--- src/rtl/rib_arbiter_pkg.sv ---
// Shared constants and types for the RIB bus arbiter.
// Default master count, index width and class masks for the SoC's four RIB masters.
package rib_arbiter_pkg;

  localparam int RIB_NUM_M = 4;
  localparam int RIB_IDX_W = 2;
  localparam logic [RIB_NUM_M-1:0] RIB_HI_MASK   = 4'b1100;
  localparam logic [RIB_NUM_M-1:0] RIB_CORE_MASK = 4'b0011;

  // Which rule produced the next grant; decides which round-robin pointer moves.
  typedef enum logic [1:0] {
    SRC_NONE,
    SRC_KEEP,
    SRC_HI,
    SRC_LO
  } grant_src_e;

endpackage

--- src/rtl/rib_arbiter_if.sv ---
// Request/grant bundle between the RIB masters and the arbiter.
interface rib_arbiter_if
  import rib_arbiter_pkg::*;
#(
  parameter int NUM_M = RIB_NUM_M,
  parameter int IDX_W = RIB_IDX_W
);

  logic [NUM_M-1:0] req_i;
  logic [NUM_M-1:0] lock_i;
  logic [NUM_M-1:0] gnt_o;
  logic [IDX_W-1:0] gnt_idx_o;
  logic             gnt_valid_o;
  logic             hold_o;

  modport master (output req_i, lock_i, input gnt_o, gnt_idx_o, gnt_valid_o, hold_o);
  modport slave  (input req_i, lock_i, output gnt_o, gnt_idx_o, gnt_valid_o, hold_o);

endinterface

--- src/rtl/rib_arbiter_rr_pick.sv ---
// Round-robin picker: first request at or after ptr (wrapping), skipping excluded masters.
module rr_pick
  import rib_arbiter_pkg::*;
#(
  parameter int NUM_M = RIB_NUM_M,
  parameter int IDX_W = RIB_IDX_W
) (
  input  logic [NUM_M-1:0] req,
  input  logic [IDX_W-1:0] ptr,
  input  logic [NUM_M-1:0] excl,
  output logic [NUM_M-1:0] win,
  output logic             found
);

  logic [NUM_M-1:0] cand;
  logic [IDX_W-1:0] idx;

  assign cand = req & ~excl;

  always_comb begin
    // NOTE: every output of a combinational block gets a default first, so no latch is inferred.
    win   = '0;
    found = 1'b0;
    idx   = '0;
    for (int k = 0; k < NUM_M; k++) begin
      idx = IDX_W'((int'(ptr) + k) % NUM_M);
      if (!found && cand[idx]) begin
        win[idx] = 1'b1;
        found    = 1'b1;
      end
    end
  end

endmodule

--- src/rtl/rib_arbiter.sv ---
// Two-class round-robin RIB arbiter with bounded lock bursts and starvation override.
// Registered one-hot grant drives the RIB address/data mux; hold stalls the core.
module rib_arbiter
  import rib_arbiter_pkg::*;
#(
  parameter int                   NUM_M        = RIB_NUM_M,
  parameter logic [NUM_M-1:0]     HI_MASK      = RIB_HI_MASK,
  parameter logic [NUM_M-1:0]     CORE_MASK    = RIB_CORE_MASK,
  parameter int                   MAX_LOCK     = 8,
  parameter int                   STARVE_LIMIT = 16
) (
  input  logic          sysclk,
  input  logic          rst,
  rib_arbiter_if.slave  bus
);

  localparam int IDX_W  = RIB_IDX_W;
  localparam int LCNT_W = $clog2(MAX_LOCK + 1);
  localparam int WCNT_W = $clog2(STARVE_LIMIT + 1);
  localparam logic [LCNT_W-1:0] LOCK_LAST  = LCNT_W'(MAX_LOCK - 1);
  localparam logic [WCNT_W-1:0] STARVE_MAX = WCNT_W'(STARVE_LIMIT);

  logic [NUM_M-1:0]  gnt_q, gnt_d;
  logic [IDX_W-1:0]  idx_q, idx_d;
  logic              hold_q;
  logic [IDX_W-1:0]  last_hi, last_lo;
  logic [LCNT_W-1:0] lock_cnt, lock_cnt_d;
  logic [WCNT_W-1:0] wait_cnt [NUM_M];

  logic              owner_live, lock_ok, lock_out;
  logic [NUM_M-1:0]  excl, starve, starve_win;
  logic [NUM_M-1:0]  hi_win, lo_win;
  logic              hi_found, lo_found;
  logic [IDX_W-1:0]  hi_ptr, lo_ptr;
  grant_src_e        src;

  // The owner wants to continue a burst; whether it may depends on the lock budget.
  assign owner_live = |(gnt_q & bus.req_i & bus.lock_i);
  assign lock_ok    = owner_live && (lock_cnt < LOCK_LAST);
  assign lock_out   = owner_live && !lock_ok;
  assign excl       = lock_out ? gnt_q : '0;

  assign hi_ptr = IDX_W'((int'(last_hi) + 1) % NUM_M);
  assign lo_ptr = IDX_W'((int'(last_lo) + 1) % NUM_M);

  always_comb begin
    starve     = '0;
    starve_win = '0;
    for (int i = 0; i < NUM_M; i++) begin
      starve[i] = !HI_MASK[i] && bus.req_i[i] && (wait_cnt[i] == STARVE_MAX);
    end
    for (int i = NUM_M - 1; i >= 0; i--) begin
      if (starve[i]) starve_win = NUM_M'(1) << i;
    end
  end

  rr_pick #(.NUM_M(NUM_M), .IDX_W(IDX_W)) u_pick_hi (
    .req   (bus.req_i & HI_MASK),
    .ptr   (hi_ptr),
    .excl  (excl),
    .win   (hi_win),
    .found (hi_found)
  );

  rr_pick #(.NUM_M(NUM_M), .IDX_W(IDX_W)) u_pick_lo (
    .req   (bus.req_i & ~HI_MASK),
    .ptr   (lo_ptr),
    .excl  (excl),
    .win   (lo_win),
    .found (lo_found)
  );

  always_comb begin
    gnt_d      = '0;
    lock_cnt_d = '0;
    src        = SRC_NONE;
    if (lock_ok) begin
      gnt_d      = gnt_q;
      lock_cnt_d = lock_cnt + 1'b1;
      src        = SRC_KEEP;
    end else if (|starve) begin
      gnt_d = starve_win;
      src   = SRC_LO;
    end else if (hi_found) begin
      gnt_d = hi_win;
      src   = SRC_HI;
    end else if (lo_found) begin
      gnt_d = lo_win;
      src   = SRC_LO;
    end else if (lock_out) begin
      // Budget spent but nobody else is asking: start a fresh burst.
      gnt_d = gnt_q;
      src   = SRC_KEEP;
    end
  end

  always_comb begin
    idx_d = '0;
    for (int i = 0; i < NUM_M; i++) begin
      if (gnt_d[i]) idx_d = IDX_W'(i);
    end
  end

  always_ff @(posedge sysclk) begin
    // NOTE: sequential state uses non-blocking assignments so every flop sees pre-edge values.
    if (rst) begin
      gnt_q    <= '0;
      idx_q    <= '0;
      hold_q   <= 1'b0;
      last_hi  <= IDX_W'(NUM_M - 1);
      last_lo  <= IDX_W'(NUM_M - 1);
      lock_cnt <= '0;
      // NOTE: the wait counters are a few flops, not a RAM, so they reset with everything else.
      for (int i = 0; i < NUM_M; i++) wait_cnt[i] <= '0;
    end else begin
      gnt_q    <= gnt_d;
      idx_q    <= idx_d;
      hold_q   <= |(gnt_d & ~CORE_MASK);
      lock_cnt <= lock_cnt_d;
      if (src == SRC_HI) last_hi <= idx_d;
      if (src == SRC_LO) last_lo <= idx_d;
      for (int i = 0; i < NUM_M; i++) begin
        if (HI_MASK[i] || !bus.req_i[i] || gnt_d[i]) begin
          wait_cnt[i] <= '0;
        end else if (wait_cnt[i] != STARVE_MAX) begin
          wait_cnt[i] <= wait_cnt[i] + 1'b1;
        end
      end
    end
  end

  assign bus.gnt_o       = gnt_q;
  assign bus.gnt_idx_o   = idx_q;
  assign bus.gnt_valid_o = |gnt_q;
  assign bus.hold_o      = hold_q;

endmodule
--- src/flat_wrapper.sv ---
// flat-port wrapper written by rule: the top's interface ports become plain ports
module rib_arbiter_flat import rib_arbiter_pkg::*;
#(
  parameter int                   NUM_M        = RIB_NUM_M,
  parameter logic [NUM_M-1:0]     HI_MASK      = RIB_HI_MASK,
  parameter logic [NUM_M-1:0]     CORE_MASK    = RIB_CORE_MASK,
  parameter int                   MAX_LOCK     = 8,
  parameter int                   STARVE_LIMIT = 16
)
  (sysclk, rst, bus_req_i, bus_lock_i, bus_gnt_o, bus_gnt_idx_o, bus_gnt_valid_o, bus_hold_o);
  rib_arbiter_if #(.NUM_M(NUM_M)) bus_i ();
  input  logic sysclk;
  input  logic rst;
  input wire logic [$bits(bus_i.req_i)-1:0] bus_req_i;
  input wire logic [$bits(bus_i.lock_i)-1:0] bus_lock_i;
  output wire logic [$bits(bus_i.gnt_o)-1:0] bus_gnt_o;
  output wire logic [$bits(bus_i.gnt_idx_o)-1:0] bus_gnt_idx_o;
  output wire logic [$bits(bus_i.gnt_valid_o)-1:0] bus_gnt_valid_o;
  output wire logic [$bits(bus_i.hold_o)-1:0] bus_hold_o;
  assign bus_i.req_i = bus_req_i;
  assign bus_i.lock_i = bus_lock_i;
  assign bus_gnt_o = bus_i.gnt_o;
  assign bus_gnt_idx_o = bus_i.gnt_idx_o;
  assign bus_gnt_valid_o = bus_i.gnt_valid_o;
  assign bus_hold_o = bus_i.hold_o;
  rib_arbiter #(.NUM_M(NUM_M), .HI_MASK(HI_MASK), .CORE_MASK(CORE_MASK), .MAX_LOCK(MAX_LOCK), .STARVE_LIMIT(STARVE_LIMIT)) u_core (.sysclk(sysclk), .rst(rst), .bus(bus_i));
endmodule
--- config.mk ---
export PLATFORM = sky130hd
export DESIGN_NAME = rib_arbiter_flat
export DESIGN_NICKNAME = d
export VERILOG_FILES = /design/src/rtl/rib_arbiter_pkg.sv /design/src/rtl/rib_arbiter_if.sv /design/src/rtl/rib_arbiter_rr_pick.sv /design/src/rtl/rib_arbiter.sv /design/src/flat_wrapper.sv
export SDC_FILE = /design/constraint.sdc
export NUM_CORES = 1
export LEC_CHECK = 0
export CAP_MARGIN = 20
export CELL_PAD_IN_SITES_DETAIL_PLACEMENT = 1
export CELL_PAD_IN_SITES_GLOBAL_PLACEMENT = 1
export CORE_MARGIN = 2
export CORE_UTILIZATION = 44
export CTS_CLUSTER_DIAMETER = 120
export DETAILED_ROUTE_END_ITERATION = 12
export PLACE_DENSITY_LB_ADDON = 0.1
export SYNTH_ARGS = -nofsm -noshare
export SYNTH_HDL_FRONTEND = slang
export SYNTH_SLANG_ARGS = --single-unit
--- constraint.sdc ---
create_clock -name sysclk -period 4.42 [get_ports sysclk]
set_clock_uncertainty 0.15 [all_clocks]
set_input_delay 1.326 -clock sysclk [delete_from_list [all_inputs] [get_ports sysclk]]
set_output_delay 1.326 -clock sysclk [all_outputs]
set_load 0.005 [all_outputs]
==> reports/qor.json <==
{
  "run_status": {
    "run_status": "finished, final reports clean"
  },
  "cts": {
    "cts_resized": 0,
    "clock_tree_from_tritoncts": "yes",
    "cts-hold-fix-buffers": 0,
    "htree_num_levels": 1,
    "cts_sinks": 24,
    "clk_path_buf_depth": 2,
    "clockRootBuffer": "sky130_fd_sc_hd__clkbuf_8",
    "tritoncts.num_buffers": 3,
    "insertion_delay_ns": 0.27,
    "clk_transition_reported_paths_ns": 0.09,
    "post-cts-setup-buffers": 0
  },
  "timing": {
    "final.setup.worst_slack_ns": 0.3037,
    "maxClockFrequency_ghz": 0.2429,
    "rsz_0062_raised_after_global_routing": "false",
    "worst-slew-pin-transition_ns": 0.7134,
    "final.setup.tns_ns": 0,
    "layout_worst_path_cycle_share": 0.9313,
    "setup_viol_count_final": 0,
    "timing_hold_violations_final": 0,
    "fin_worst_hold_slack_ns": 0.3285,
    "min_period_ns": 4.116,
    "worst_slew_margin_rel": 0.5179,
    "report.final.slew_viol_count": 0
  },
  "layout": {
    "antenna_cells": 0,
    "area.sequential_um2": 580.6,
    "final_area_um2": 2704,
    "multiInputGateArea_um2": 1584,
    "nFillCells": 644,
    "syn_to_final_growth_pct": 18.28,
    "finish.net_count": 348,
    "utilization": 0.5328,
    "post_route_cells_drive_above_1_share": 0.1006
  },
  "yosys": {
    "synth_enable_flop_cells": 10,
    "postSynthAreaPerCell_um2": 7.910,
    "yosys.area.top_type": "sky130_fd_sc_hd__edfxtp_1",
    "synthArstFlopShare": 0,
    "synth-seq-cells": 24,
    "yosys_warnings": 0,
    "synthesis.nets": 318,
    "synth_area_leaders": "sky130_fd_sc_hd__edfxtp_1 (13%), sky130_fd_sc_hd__dfxtp_1 (12%), sky130_fd_sc_hd__ha_1 (10%), sky130_fd_sc_hd__a21oi_1 (5.0%), sky130_fd_sc_hd__nor2_1 (4.3%)",
    "synth.lib_cells_used.distinct": 55,
    "ys_dominant_reg_cell": "sky130_fd_sc_hd__dfxtp_1",
    "synth_common_cells": "sky130_fd_sc_hd__nor2_1 (26), sky130_fd_sc_hd__a21oi_1 (23), sky130_fd_sc_hd__nand2_1 (22)",
    "netlist_instances": 289,
    "seq_area_frac_synth": 0.2540,
    "netlist_area_um2": 2286,
    "synth_top_area_frac": 0.1314,
    "yosys.cell_count.top_type": "sky130_fd_sc_hd__nor2_1"
  },
  "worst_setup_path": {
    "timing.reg2reg.worst_path_depth": 13,
    "crit-reg2reg-launch": "u_core.last_hi[1]",
    "worstPathCellList": "clkdlybuf4s50_1 -> nand3_1 -> and2_1 -> a21oi_1 -> buf_4 -> o211ai_1 -> o21ai_0 -> and3_1 -> o31a_1 -> or4_4 -> nor2_1",
    "critPathMaxStageDelay_ns": 0.55,
    "timing.setup.critical_path_class": "input pin to register",
    "critical_path_arrival_ns": 4.09,
    "start_kind": "input pin",
    "critPathBufInv": 2,
    "rrSetupSlack_ns": 1.07,
    "path_max_fanout": 8,
    "rr_endpoint": "u_core.last_lo[0]",
    "critical_path.endpoint_type": "register",
    "timing.critical_path.required_ns": 4.40,
    "timing.critical_path.max_delay_family": "simple AND/OR/NAND/NOR gates",
    "critPathSlowestCell": "sky130_fd_sc_hd__or4_4"
  },
  "detailed_routing": {
    "route.vias.total": 2319,
    "drt-initial-drc-count": 86,
    "route.antenna.remaining_nets": 0,
    "drt_wl_cell_um": 16.98,
    "detail_route.vias_per_cell": 5.977,
    "drt_first_pass_iters": 4,
    "drc_errors": 0,
    "postRouteWirelength_um": 6588
  },
  "floorplanning": {
    "design.die.area_um2": 5788,
    "core.rowCount": 26,
    "die_h_um": 76.08,
    "core-area_um2": 5075,
    "initial_core_util": 0.4504,
    "die_w_um": 76.08,
    "top_level_ports": 18
  },
  "placed_design": {
    "gp_routability_congestion": 0.9110,
    "post-place-ws_ns": 0.04657,
    "placement.cell_area_um2": 2633,
    "detailedPlacementHpwl_um": 5218,
    "port-buffer-count": 17
  },
  "pwr": {
    "power.density_nw_per_um2": 551.4,
    "power.leakage_nw": 1.059,
    "peak_supply_drop_uv": 217.7
  },
  "grt": {
    "antenna_found_initial": 0,
    "first_pass_grt_wire_length_um": 11230,
    "globalRouteOverflowTotal": 0,
    "grt_start_max_net_pins": 20,
    "number_of_global_route_vias_before_repair": 2315,
    "grt_util_all_layers": 0.2318
  },
  "hold_path": {
    "hp-start": "u_core.lock_cnt[0]",
    "hold_end": "u_core.lock_cnt[0]",
    "timing.hold.worst.class": "register to register",
    "hold-path-cell-count": 1
  },
  "job": {
    "max_capacitance_violation_count": 0
  }
}
cell type report:
class                           instances  area share
Inverter                               16     0.02221
Multi-Input combinational cell        237      0.5858
Sequential cell                        24      0.2147
Clock buffer                            3     0.01527
Clock inverter                          1     0.01111
Timing Repair Buffer                   37      0.1185
Tap cell                               70     0.03239
registers in the layout (all words and copies together), names as in the netlist:
register / flops
u_core.wait_cnt: 10
u_core.bus.gnt_o: 4
u_core.lock_cnt: 4
u_core.last_hi: 2
u_core.last_lo: 2
u_core.bus.gnt_idx_o: 1
u_core.bus.hold_o: 1
per-layer routing:
metal / share of wire / vias up / global-route usage
li1: - / 1140 / -
met3: 0.021 / 11 / 0.03555
met5: 0 / - / 0
met4: 0.012 / 0 / 0.05091
met2: 0.49 / 37 / 0.3982
met1: 0.47 / 1131 / 0.3097
layout by cell type (no fill, tap or decap), types with 10 or more instances in the layout:
cell type	netlist	final
sky130_fd_sc_hd__nand3_1	15	15
sky130_fd_sc_hd__clkdlybuf4s50_1	0	17
sky130_fd_sc_hd__buf_4	2	20
sky130_fd_sc_hd__inv_1	16	16
sky130_fd_sc_hd__dfxtp_1	14	14
sky130_fd_sc_hd__nand2_1	22	22
sky130_fd_sc_hd__edfxtp_1	10	10
sky130_fd_sc_hd__a21oi_1	23	23
sky130_fd_sc_hd__ha_1	19	19
sky130_fd_sc_hd__nor2_1	26	26
sky130_fd_sc_hd__o21ai_0	15	15
sky130_fd_sc_hd__nor3_1	10	10
cell families (layout without fill, tap and decap cells):
logic type	count (synthesis)	in the layout	synth area share
simple gates	108	108	0.2523
flops	24	24	0.2540
buf+inv	28	57	0.05309
fa+ha+maj	19	19	0.1040
xor+xnor	7	7	0.02682
compound gates	100	100	0.2967
mux	3	3	0.01314
worst register-to-register path: stages, from the launching register on:
cell	delay, ns
sky130_fd_sc_hd__dfxtp_1	0.49
sky130_fd_sc_hd__inv_1	0.13
sky130_fd_sc_hd__ha_1	0.26
sky130_fd_sc_hd__or4_1	0.59
sky130_fd_sc_hd__o2111ai_1	0.22
sky130_fd_sc_hd__a21oi_1	0.11
sky130_fd_sc_hd__o32ai_2	0.11
sky130_fd_sc_hd__buf_4	0.20
sky130_fd_sc_hd__nand3b_1	0.09
sky130_fd_sc_hd__a21oi_1	0.17
sky130_fd_sc_hd__o31a_1	0.23
sky130_fd_sc_hd__buf_4	0.14
sky130_fd_sc_hd__o21ai_1	0.11
sky130_fd_sc_hd__a32oi_1	0.26
power breakdown:
part,switching (mW),internal (mW),leakage (nW),total (mW)
combinational,0.558,0.409,0.786,0.967
sequential,0.0531,0.280,0.237,0.333
clock,0.0700,0.121,0.0357,0.191
total,0.681,0.810,1.06,1.49
stage by stage:
step / power [mW] / cells
2_1_floorplan: 0.9457 / 289
3_3_place_gp: 1.279 / 384
3_5_place_dp: 1.297 / 384
4_1_cts: 1.490 / 388
5_1_grt: 1.610 / 388
6_report: 1.491 / 388
how the worst max path moves through the flow:
| stage | slack, ns | to | depth (start not counted) | startpoint |
|---|---|---|---|---|
| 6_report | 0.30 | u_core.wait_cnt[0][9] | 11 | bus_req_i[3] |
| 4_1_cts | 0.32 | u_core.wait_cnt[0][9] | 11 | bus_req_i[3] |
| 3_5_place_dp | 0.05 | u_core.wait_cnt[0][9] | 10 | bus_req_i[3] |
| 5_1_grt | 0.08 | u_core.wait_cnt[0][9] | 11 | bus_req_i[3] |
| 3_3_place_gp | 0.13 | u_core.wait_cnt[0][9] | 11 | bus_lock_i[1] |
| 2_1_floorplan | 0.77 | u_core.wait_cnt[0][7] | 9 | bus_lock_i[0] |
No activity file was read; power rests on OpenSTA's default activity.
